### src/rtl/hilo_muldiv_unit.sv
// Iterative multiply/divide engine feeding the HI/LO register pair: shift-add multiply,
// restoring divide, MADD/MSUB accumulate requests and MTHI/MTLO moves, one write cycle per op.
module hilo_muldiv_unit #(
    parameter int DATA_W = 32
) (
    input  logic                  Clk,
    input  logic                  Rst,
    input  logic                  Start,
    input  logic [2:0]            MdOp,
    input  logic [DATA_W-1:0]     A,
    input  logic [DATA_W-1:0]     B,
    output logic                  Busy,
    output logic                  Done,
    output logic [2*DATA_W-1:0]   WriteData,
    output logic                  RegWriteH,
    output logic                  RegWriteL,
    output logic [1:0]            Op
);

    localparam int CNT_W = $clog2(DATA_W);

    localparam logic [2:0] OP_MADD = 3'b100;
    localparam logic [2:0] OP_MSUB = 3'b101;
    localparam logic [2:0] OP_MTHI = 3'b110;
    localparam logic [2:0] OP_MTLO = 3'b111;

    typedef enum logic [1:0] {IDLE, CALC, FIX, WRITE} state_e;
    typedef enum logic [1:0] {HL_WRITE, HL_ADD, HL_SUB, HL_NOP} hl_op_e;

    state_e                state_q, state_d;
    logic [CNT_W-1:0]      cnt_q, cnt_d;
    logic [2:0]            mdop_q, mdop_d;
    logic [DATA_W-1:0]     dvsr_q, dvsr_d;
    logic [2*DATA_W-1:0]   acc_q, acc_d;
    logic                  neg_q, neg_d;
    logic                  rneg_q, rneg_d;
    logic                  div0_q, div0_d;
    logic                  busy_q, busy_d;
    logic                  done_q, done_d;
    logic [2*DATA_W-1:0]   wdata_q, wdata_d;
    logic                  wrh_q, wrh_d;
    logic                  wrl_q, wrl_d;
    hl_op_e                hlop_q, hlop_d;

    // Operand magnitudes captured at start; signs are restored in FIX.
    logic                  signed_in;
    logic [DATA_W-1:0]     abs_a, abs_b;
    assign signed_in = MdOp[2] | ~MdOp[0];
    assign abs_a     = (signed_in && A[DATA_W-1]) ? -A : A;
    assign abs_b     = (signed_in && B[DATA_W-1]) ? -B : B;

    logic                  is_div_q;
    assign is_div_q = ~mdop_q[2] & mdop_q[1];

    // acc_q holds {high partial product, remaining multiplier} or {remainder, dividend/quotient}.
    logic [DATA_W:0]       mul_sum;
    logic [2*DATA_W-1:0]   mul_step;
    assign mul_sum  = {1'b0, acc_q[2*DATA_W-1:DATA_W]} + (acc_q[0] ? {1'b0, dvsr_q} : '0);
    assign mul_step = {mul_sum, acc_q[DATA_W-1:1]};

    logic [DATA_W:0]       div_top;
    logic [DATA_W-1:0]     div_diff;
    logic                  div_ge;
    logic [2*DATA_W-1:0]   div_step;
    assign div_top  = acc_q[2*DATA_W-1:DATA_W-1];
    assign div_ge   = div_top >= {1'b0, dvsr_q};
    assign div_diff = div_top[DATA_W-1:0] - dvsr_q;
    assign div_step = {div_ge ? div_diff : div_top[DATA_W-1:0], acc_q[DATA_W-2:0], div_ge};

    // Divide by zero keeps the all-ones quotient regardless of the dividend's sign.
    logic [DATA_W-1:0]     rem_fix, quo_fix;
    logic [2*DATA_W-1:0]   prod_fix;
    assign rem_fix  = rneg_q ? -acc_q[2*DATA_W-1:DATA_W] : acc_q[2*DATA_W-1:DATA_W];
    assign quo_fix  = (neg_q && !div0_q) ? -acc_q[DATA_W-1:0] : acc_q[DATA_W-1:0];
    assign prod_fix = neg_q ? -acc_q : acc_q;

    always_comb begin
        // NOTE: every variable gets a default before the case so no path leaves one unassigned (no latches).
        state_d = state_q;
        cnt_d   = cnt_q;
        mdop_d  = mdop_q;
        dvsr_d  = dvsr_q;
        acc_d   = acc_q;
        neg_d   = neg_q;
        rneg_d  = rneg_q;
        div0_d  = div0_q;
        busy_d  = (state_q != IDLE);
        done_d  = 1'b0;
        wdata_d = '0;
        wrh_d   = 1'b0;
        wrl_d   = 1'b0;
        hlop_d  = HL_NOP;

        unique case (state_q)
            IDLE: begin
                if (Start) begin
                    mdop_d = MdOp;
                    if (MdOp[2:1] == 2'b11) begin
                        state_d = WRITE;
                        acc_d   = MdOp[0] ? {{DATA_W{1'b0}}, A} : {A, {DATA_W{1'b0}}};
                    end else begin
                        state_d = CALC;
                        cnt_d   = CNT_W'(DATA_W - 1);
                        dvsr_d  = abs_b;
                        acc_d   = {{DATA_W{1'b0}}, abs_a};
                        neg_d   = signed_in & (A[DATA_W-1] ^ B[DATA_W-1]);
                        rneg_d  = signed_in & A[DATA_W-1];
                        div0_d  = (B == '0);
                    end
                end
            end
            CALC: begin
                acc_d = is_div_q ? div_step : mul_step;
                cnt_d = cnt_q - CNT_W'(1);
                if (cnt_q == '0) state_d = FIX;
            end
            FIX: begin
                acc_d   = is_div_q ? {rem_fix, quo_fix} : prod_fix;
                state_d = WRITE;
            end
            WRITE: begin
                state_d = IDLE;
                done_d  = 1'b1;
                wdata_d = acc_q;
                unique case (mdop_q)
                    OP_MADD: hlop_d = HL_ADD;
                    OP_MSUB: hlop_d = HL_SUB;
                    OP_MTHI: begin hlop_d = HL_WRITE; wrh_d = 1'b1; end
                    OP_MTLO: begin hlop_d = HL_WRITE; wrl_d = 1'b1; end
                    default: begin hlop_d = HL_WRITE; wrh_d = 1'b1; wrl_d = 1'b1; end
                endcase
            end
            default: state_d = IDLE;
        endcase
    end

    always_ff @(posedge Clk or negedge Rst) begin
        if (!Rst) begin
            state_q <= IDLE;
            cnt_q   <= '0;
            mdop_q  <= '0;
            dvsr_q  <= '0;
            acc_q   <= '0;
            neg_q   <= 1'b0;
            rneg_q  <= 1'b0;
            div0_q  <= 1'b0;
            busy_q  <= 1'b0;
            done_q  <= 1'b0;
            wdata_q <= '0;
            wrh_q   <= 1'b0;
            wrl_q   <= 1'b0;
            hlop_q  <= HL_NOP;
        end else begin
            // NOTE: non-blocking assignments so every register samples the pre-edge values.
            state_q <= state_d;
            cnt_q   <= cnt_d;
            mdop_q  <= mdop_d;
            dvsr_q  <= dvsr_d;
            acc_q   <= acc_d;
            neg_q   <= neg_d;
            rneg_q  <= rneg_d;
            div0_q  <= div0_d;
            busy_q  <= busy_d;
            done_q  <= done_d;
            wdata_q <= wdata_d;
            wrh_q   <= wrh_d;
            wrl_q   <= wrl_d;
            hlop_q  <= hlop_d;
        end
    end

    assign Busy      = busy_q;
    assign Done      = done_q;
    assign WriteData = wdata_q;
    assign RegWriteH = wrh_q;
    assign RegWriteL = wrl_q;
    assign Op        = hlop_q;

endmodule

### config.mk
export PLATFORM = sky130hd
export DESIGN_NAME = hilo_muldiv_unit
export DESIGN_NICKNAME = d
export VERILOG_FILES = /design/src/rtl/hilo_muldiv_unit.sv
export SDC_FILE = /design/constraint.sdc
export NUM_CORES = 1
export LEC_CHECK = 0
export CAP_MARGIN = 20
export CORE_MARGIN = 3
export CORE_UTILIZATION = 35
export CTS_CLUSTER_SIZE = 28
export DETAILED_ROUTE_END_ITERATION = 16
export DONT_BUFFER_PORTS = 1
export SLEW_MARGIN = 15
export SYNTH_ARGS = -nofsm -noshare
export SYNTH_HDL_FRONTEND = slang
export SYNTH_SLANG_ARGS = --single-unit
### constraint.sdc
create_clock -name Clk -period 5.73 [get_ports Clk]
set_input_delay 1.719 -clock Clk [delete_from_list [all_inputs] [get_ports Clk]]
set_output_delay 1.719 -clock Clk [all_outputs]
set_load 0.02 [all_outputs]
==> impl_metrics.ini, run 1 <==
[outcome]
outcome = complete, no violations

[synth]
synthFlopType = dfrtp_1
async_reset_ff_share_pct = 100
syn_inst = 2068
yosysSeqAreaShare_pct = 28.7
synth_area_per_cell_um2 = 7.55
synth.net_count = 2214
ys_types = 90
yosys_warnings = 0
synth-edff-count = 0
ys_ff_latch = 179
syn_area_um2 = 15600

[floorplanning]
rows = 76
pin_count = 140
core_um2 = 43600
start_util_pct = 35.9
die-height_um = 217
dieArea_um2 = 47200
dieWidth_um = 217

[clock_tree]
tritoncts = built
clock_sinks = 179
worstSkewPairLatency_ns = 0.51
ctsResizeCount = 0
clkTransAtPathRegs_ns = 0.07
postCtsSetupBuffers = 0
cts-hold-fix-buffers = 0
root_buffer = clkbuf_16
cts_max_level = 4
cts_buffers = 17
clockBufferDepth = 2

[sta]
finalCritPeriodShare_pct = 71.5
slew_headroom_pct = 23.5
max_freq_mhz = 244
setup_viol = 0
worst_pin_slew_ns = 1.12
grt_setup_unrepaired = false
post-route-min-period_ns = 4.10
fin_worst_skew_ns = 0.0159
report.final.slew_viol_count = 0
fin_setup_tns_ns = 0
finalHoldViolCount = 0

[setup_path]
critPathLaunchType = input pin
slowest_stage = or4b_1
cp_cell_sequence = or4_4, nor4_1, or4b_1, nor4_2, nand2_1, o41ai_1, xor2_1, o21ai_0
critPathMaxFanout = 5
startpoint = B[10]
arrival_ns = 4.46
r2r-start = acc_q[60]
critPathMaxStageDelay_ns = 0.56
r2r-end = acc_q[51]
criticalPathCategory = in2reg
reg2reg_slack_ns = 1.78
reg2reg_depth = 8
end_kind = flip-flop
worstPathRequired_ns = 6.09

[power_and_ir_drop]
p_leak_uw = 0.00700
peakVddDrop_uv = 271
powerDensity_nw_per_um2 = 689

[finish]
areaGrowthSynthToFinish_pct = 6.64
final_area_um2 = 16700
antenna_cells_inserted = 0
utilization_pct = 38.2
fin_nets = 2128
fillerInstances = 4539
drive_above_1_share_pct = 5.21

[routing]
drtAntennaViolNets = 0
routed_wl_um = 55800
vias = 15500
wire_per_inst_um = 21.6
drt_iter0_drc = 1648
first_pass_iters = 8
drc = 0
detail_route.vias_per_cell = 6.00

[worst_hold_path]
hold_class = reg2reg
hold_depth = 2
min_from = dvsr_q[20]
whs_endpoint = dvsr_q[20]

[global_routing]
grt_max_degree = 180
track_usage_pct = 23.5
overflow = 0
antenna_found_initial = 0
grt_pass1_wl_um = 86200
grt_pass1_vias = 14400

[placed_design]
placed_cell_area_um2 = 16100
gp_congestion = 0.903
hpwl_um = 41600
port_buffers = 0

[flow_run]
maxCapViolations = 0
==> routing by layer <==
layer,wire length (um),global-route usage (%),up-vias,share of wire [%]
li1,-,-,7310,-
met1,25300,33.4,7380,45
met2,24500,35.7,706,44
met3,4690,4.68,75,8.4
met4,1340,7.48,0,2.4
met5,0,0,-,0
==> registers in the layout (all words and copies together) (netlist names), 2 cells and up <==
name and cells:
WriteData 64, state_q 2, Op 2, dvsr_q 32
mdop_q 3, cnt_q 5, acc_q 64
==> worst max-delay path by stage <==
stage                     depth (start not counted)         end  slack, ns
after global routing                              8  dvsr_q[26]       1.36
after detailed placement                          8  dvsr_q[26]       1.09
after floorplan                                   8  dvsr_q[26]       1.49
after CTS                                         8  dvsr_q[26]       1.64
after global placement                            8  dvsr_q[26]       1.07
final                                             8  dvsr_q[26]       1.63
==> power by group <==
part / leakage, uW / switching [uW] / internal, uW / total (uW)
Sequential: 0.00229 / 887 / 1780 / 2670
Combinational: 0.00443 / 4870 / 2700 / 7560
Clock: 0.000279 / 623 / 617 / 1240
Total: 0.00700 / 6380 / 5100 / 11500
==> synth_stat cells (9+ instances only) <==
| cell | count | area share [%] |
|---|---|---|
| inv_1 | 77 | 1.9 |
| buf_1 | 9 | 0.22 |
| nand2_1 | 262 | 6.3 |
| nor4_1 | 26 | 1.0 |
| mux2i_1 | 27 | 1.7 |
| nand2b_1 | 23 | 0.92 |
| o31ai_1 | 33 | 1.6 |
| a21o_1 | 45 | 2.2 |
| xnor2_1 | 58 | 3.3 |
| or4_1 | 9 | 0.43 |
| o41ai_1 | 11 | 0.62 |
| nor2b_1 | 10 | 0.40 |
| or3_1 | 27 | 1.1 |
| o311ai_0 | 12 | 0.67 |
| nor2_1 | 168 | 4.0 |
| nor3_1 | 66 | 2.1 |
| xor2_1 | 46 | 2.6 |
| ha_1 | 74 | 5.9 |
| a21oi_1 | 198 | 6.3 |
| and3_1 | 18 | 0.72 |
| dfrtp_1 | 177 | 28 |
| o21a_1 | 11 | 0.53 |
| o21ai_0 | 167 | 5.4 |
| and2_1 | 80 | 3.2 |
| a31oi_1 | 27 | 1.1 |
| nand4_1 | 16 | 0.64 |
| clkbuf_1 | 110 | 2.6 |
| o211ai_1 | 29 | 1.4 |
| nand3b_1 | 9 | 0.43 |
| a211oi_1 | 17 | 0.82 |
| nand3_1 | 57 | 1.8 |
==> per-stage QoR <==
| stage | hold WS (ns) | total power (uW) | cells | setup WS [ns] |
|---|---|---|---|---|
| floorplan | 0.440 | 7870 | 2068 | 1.49 |
| global placement | 0.464 | 9940 | 2548 | 1.07 |
| detailed placement | 0.471 | 10000 | 2548 | 1.09 |
| CTS | 0.487 | 11300 | 2580 | 1.64 |
| global route | 0.503 | 12400 | 2580 | 1.36 |
| finish | 0.481 | 11500 | 2580 | 1.63 |
==> final cells by class <==
class	instances	area (um2)	area share, %
clock buffer	17	425	2.55
clock inverter	15	169	1.01
inverter	78	293	1.76
multi-input combinational	1680	10400	62.2
sequential	179	4480	26.9
tap	585	732	4.40
timing repair buffer	26	195	1.17
==> worst max-delay path, delay by kind of cell <==
kind                      cells  cell delay, ns
and+or+nand+nor               5            2.13
AOI/OAI and AO/OA             2            0.41
xor gates and xnor gates      1            0.19
==> cell usage in the layout, fill, tap and decap left out, types with 11 or more instances in the layout <==
cell type	instances
o211ai_1	29
nand2b_1	22
a31oi_1	26
o41ai_1	11
o311ai_0	12
clkbuf_16	17
nand3_1	56
nor3_1	66
a21oi_1	196
and2_1	80
nand4_1	16
o21a_1	11
nor2_1	167
dfrtp_1	177
and3_1	18
buf_4	26
nand2_1	262
xnor2_1	58
o31ai_1	33
mux2i_1	27
inv_1	77
xor2_1	46
or3_1	27
o21ai_0	167
a21o_1	44
nor4_1	26
a211oi_1	17
ha_1	71
==> cells by family (layout without fill, tap and decap cells) <==
group | Yosys count | after routing | synth area share (%)
muxes | 30 | 30 | 1.95
AOI/OAI and AO/OA | 667 | 667 | 27.1
adders and majority gates | 76 | 76 | 6.19
xor gates and xnor gates | 104 | 104 | 5.83
and+or+nand+nor | 803 | 803 | 25.0
DFF | 179 | 179 | 28.7
buffers and inverters | 209 | 136 | 5.23
(Power assumes the default switching activity.)
==> run 2, diff against run 1 <==
Clock period 5.73 ns to 3.4 ns, I/O delays scaled along.
==> impl_metrics.ini, run 2 (synthesized netlist as in run 1, its figures left out) <==
[setup_path]
crit_top_cell = or3_1
critPathLaunchType = flip-flop
cp.buffers_inverters = 0
arrival_ns = 3.71
end_kind = flip-flop
r2r-start = acc_q[11]
startpoint = acc_q[11]
worstPathRequired_ns = 3.79
cp_cell_sequence = or4_4, or3_1, nor4_4, o21ai_2, or3_1, a31o_2, nand2_1, o31ai_1
critPathMaxFanout = 7
criticalPathCategory = reg2reg
critPathTopFamily = simple AND/OR/NAND/NOR gates
reg2reg_depth = 8
critPathMaxStageDelay_ns = 0.59
r2r-end = acc_q[63]
reg2reg_slack_ns = 0.08
crit_end = acc_q[63]
slowest_stage = nor4_4
path_depth = 8

[power_and_ir_drop]
internal_power_uw = 9670
power_switching_uw = 11300
peakVddDrop_uv = 554
p_seq_share_pct = 19.8
clock_power_share_pct = 9.8
p_leak_uw = 0.00780
powerDensity_nw_per_um2 = 1170
p_sw_share_pct = 53.8
pwr-share-comb_pct = 70.5

[clock_tree]
worstSkewPairLatency_ns = 0.51
postCtsSetupBuffers = 0
clock_sinks = 179
cts-hold-fix-buffers = 0
cts_buffers = 17
tritoncts = built
clockBufferDepth = 2
ctsResizeCount = 0
root_buffer = clkbuf_16
clkTransAtPathRegs_ns = 0.09
cts_max_level = 4

[global_routing]
overflow = 0
grt_max_degree = 180
grt_pass1_vias = 15200
track_usage_pct = 24.7
grt_pass1_wl_um = 90000
antenna_found_initial = 0

[floorplanning]
dieWidth_um = 217
start_util_pct = 35.9
pin_count = 140
core_um2 = 43600
dieArea_um2 = 47200
rows = 76
die-height_um = 217

[worst_hold_path]
hold_class = in2async

[sta]
slew_headroom_pct = 48.6
report.final.slew_viol_count = 0
fin_worst_skew_ns = 0.0173
finalCritPeriodShare_pct = 97.7
worst_pin_slew_ns = 0.765
max_freq_mhz = 301
setup_viol = 0
post-route-min-period_ns = 3.32
finalHoldViolCount = 0
grt_setup_unrepaired = true

[placed_design]
hpwl_um = 45400
port_buffers = 0
gp_congestion = 0.912
dp.cells = 2702

[finish]
utilization_pct = 41.1
layout_common_cells = nand2_1 (262), a21oi_1 (195), dfrtp_1 (177), buf_4 (175), nor2_1 (167)
finalNonFillerCells = 2734
fin_nets = 2282
areaGrowthSynthToFinish_pct = 14.8
layout_commonest_cell = nand2_1
antenna_cells_inserted = 0
fillerInstances = 4564
drive_above_1_share_pct = 12.5

[routing]
vias = 16000
first_pass_iters = 7
detail_route.vias_per_cell = 5.84
drt_iter0_drc = 1625
drtAntennaViolNets = 0
drc = 0
wire_per_inst_um = 21.5
routed_wl_um = 58800

[flow_run]
maxCapViolations = 0

[outcome]
outcome = complete, no violations
==> run 2: cell types whose count changed in the layout (fill, tap and decap cells not counted), sizes merged <==
cell / change
buf: +154
inv: +2
bufinv: -1
clkbuf: +1
clkinv: -1
clkinvlp: -1
==> run 2: final cells by class <==
class,count,area (um2),share of cell area [%]
well taps,585,732,4.08
multi-input cells,1680,10400,58.2
repair buffers,180,1410,7.89
clock inverters,14,138,0.768
flip-flops and latches,179,4480,25.0
clock buffers,18,439,2.45
inverters,78,293,1.63
==> run 2: how the worst min path moves through the flow <==
stage,from,end,slack [ns],cells past startpoint
after CTS,Rst,acc_q[13],0.17,0
final,Rst,acc_q[26],0.20,0
after detailed placement,dvsr_q[21],dvsr_q[21],0.47,2
after global placement,dvsr_q[11],dvsr_q[11],0.47,2
after global routing,Rst,WriteData[25],0.17,0
after floorplan,mdop_q[0],Op[0],0.44,1
==> run 2: power by group through the flow <==
stage               Combinational, uW  Sequential, uW  Clock (uW)
finish                          14800            4140        2040
global route                    16100            4250        2170
CTS                             14400            4130        2090
detailed placement              14300            4160           0
global placement                14200            4140           0
floorplan                        9350            3910           0
==> run 2: routing by layer <==
layer	up-vias	global-route usage (%)	part of all wire (%)
met4	0	7.70	2.6
met2	670	38.1	44
li1	7609	-	-
met1	7617	34.1	45
met3	76	6.12	8.6
met5	-	0	0
==> run 2: metrics by stage <==
step	TNS (ns)	hold slack (ns)	worst slack, ns	total power [uW]	cell area [um2]
after CTS	0	0.174	0.0912	20600	17900
after global placement	-0.385	0.465	-0.115	18300	17300
after detailed placement	-0.481	0.472	-0.122	18500	17300
after floorplan	0	0.440	0.00278	13300	15600
after global routing	-0.0338	0.173	-0.0338	22500	17900
final	0	0.205	0.0786	20900	17900
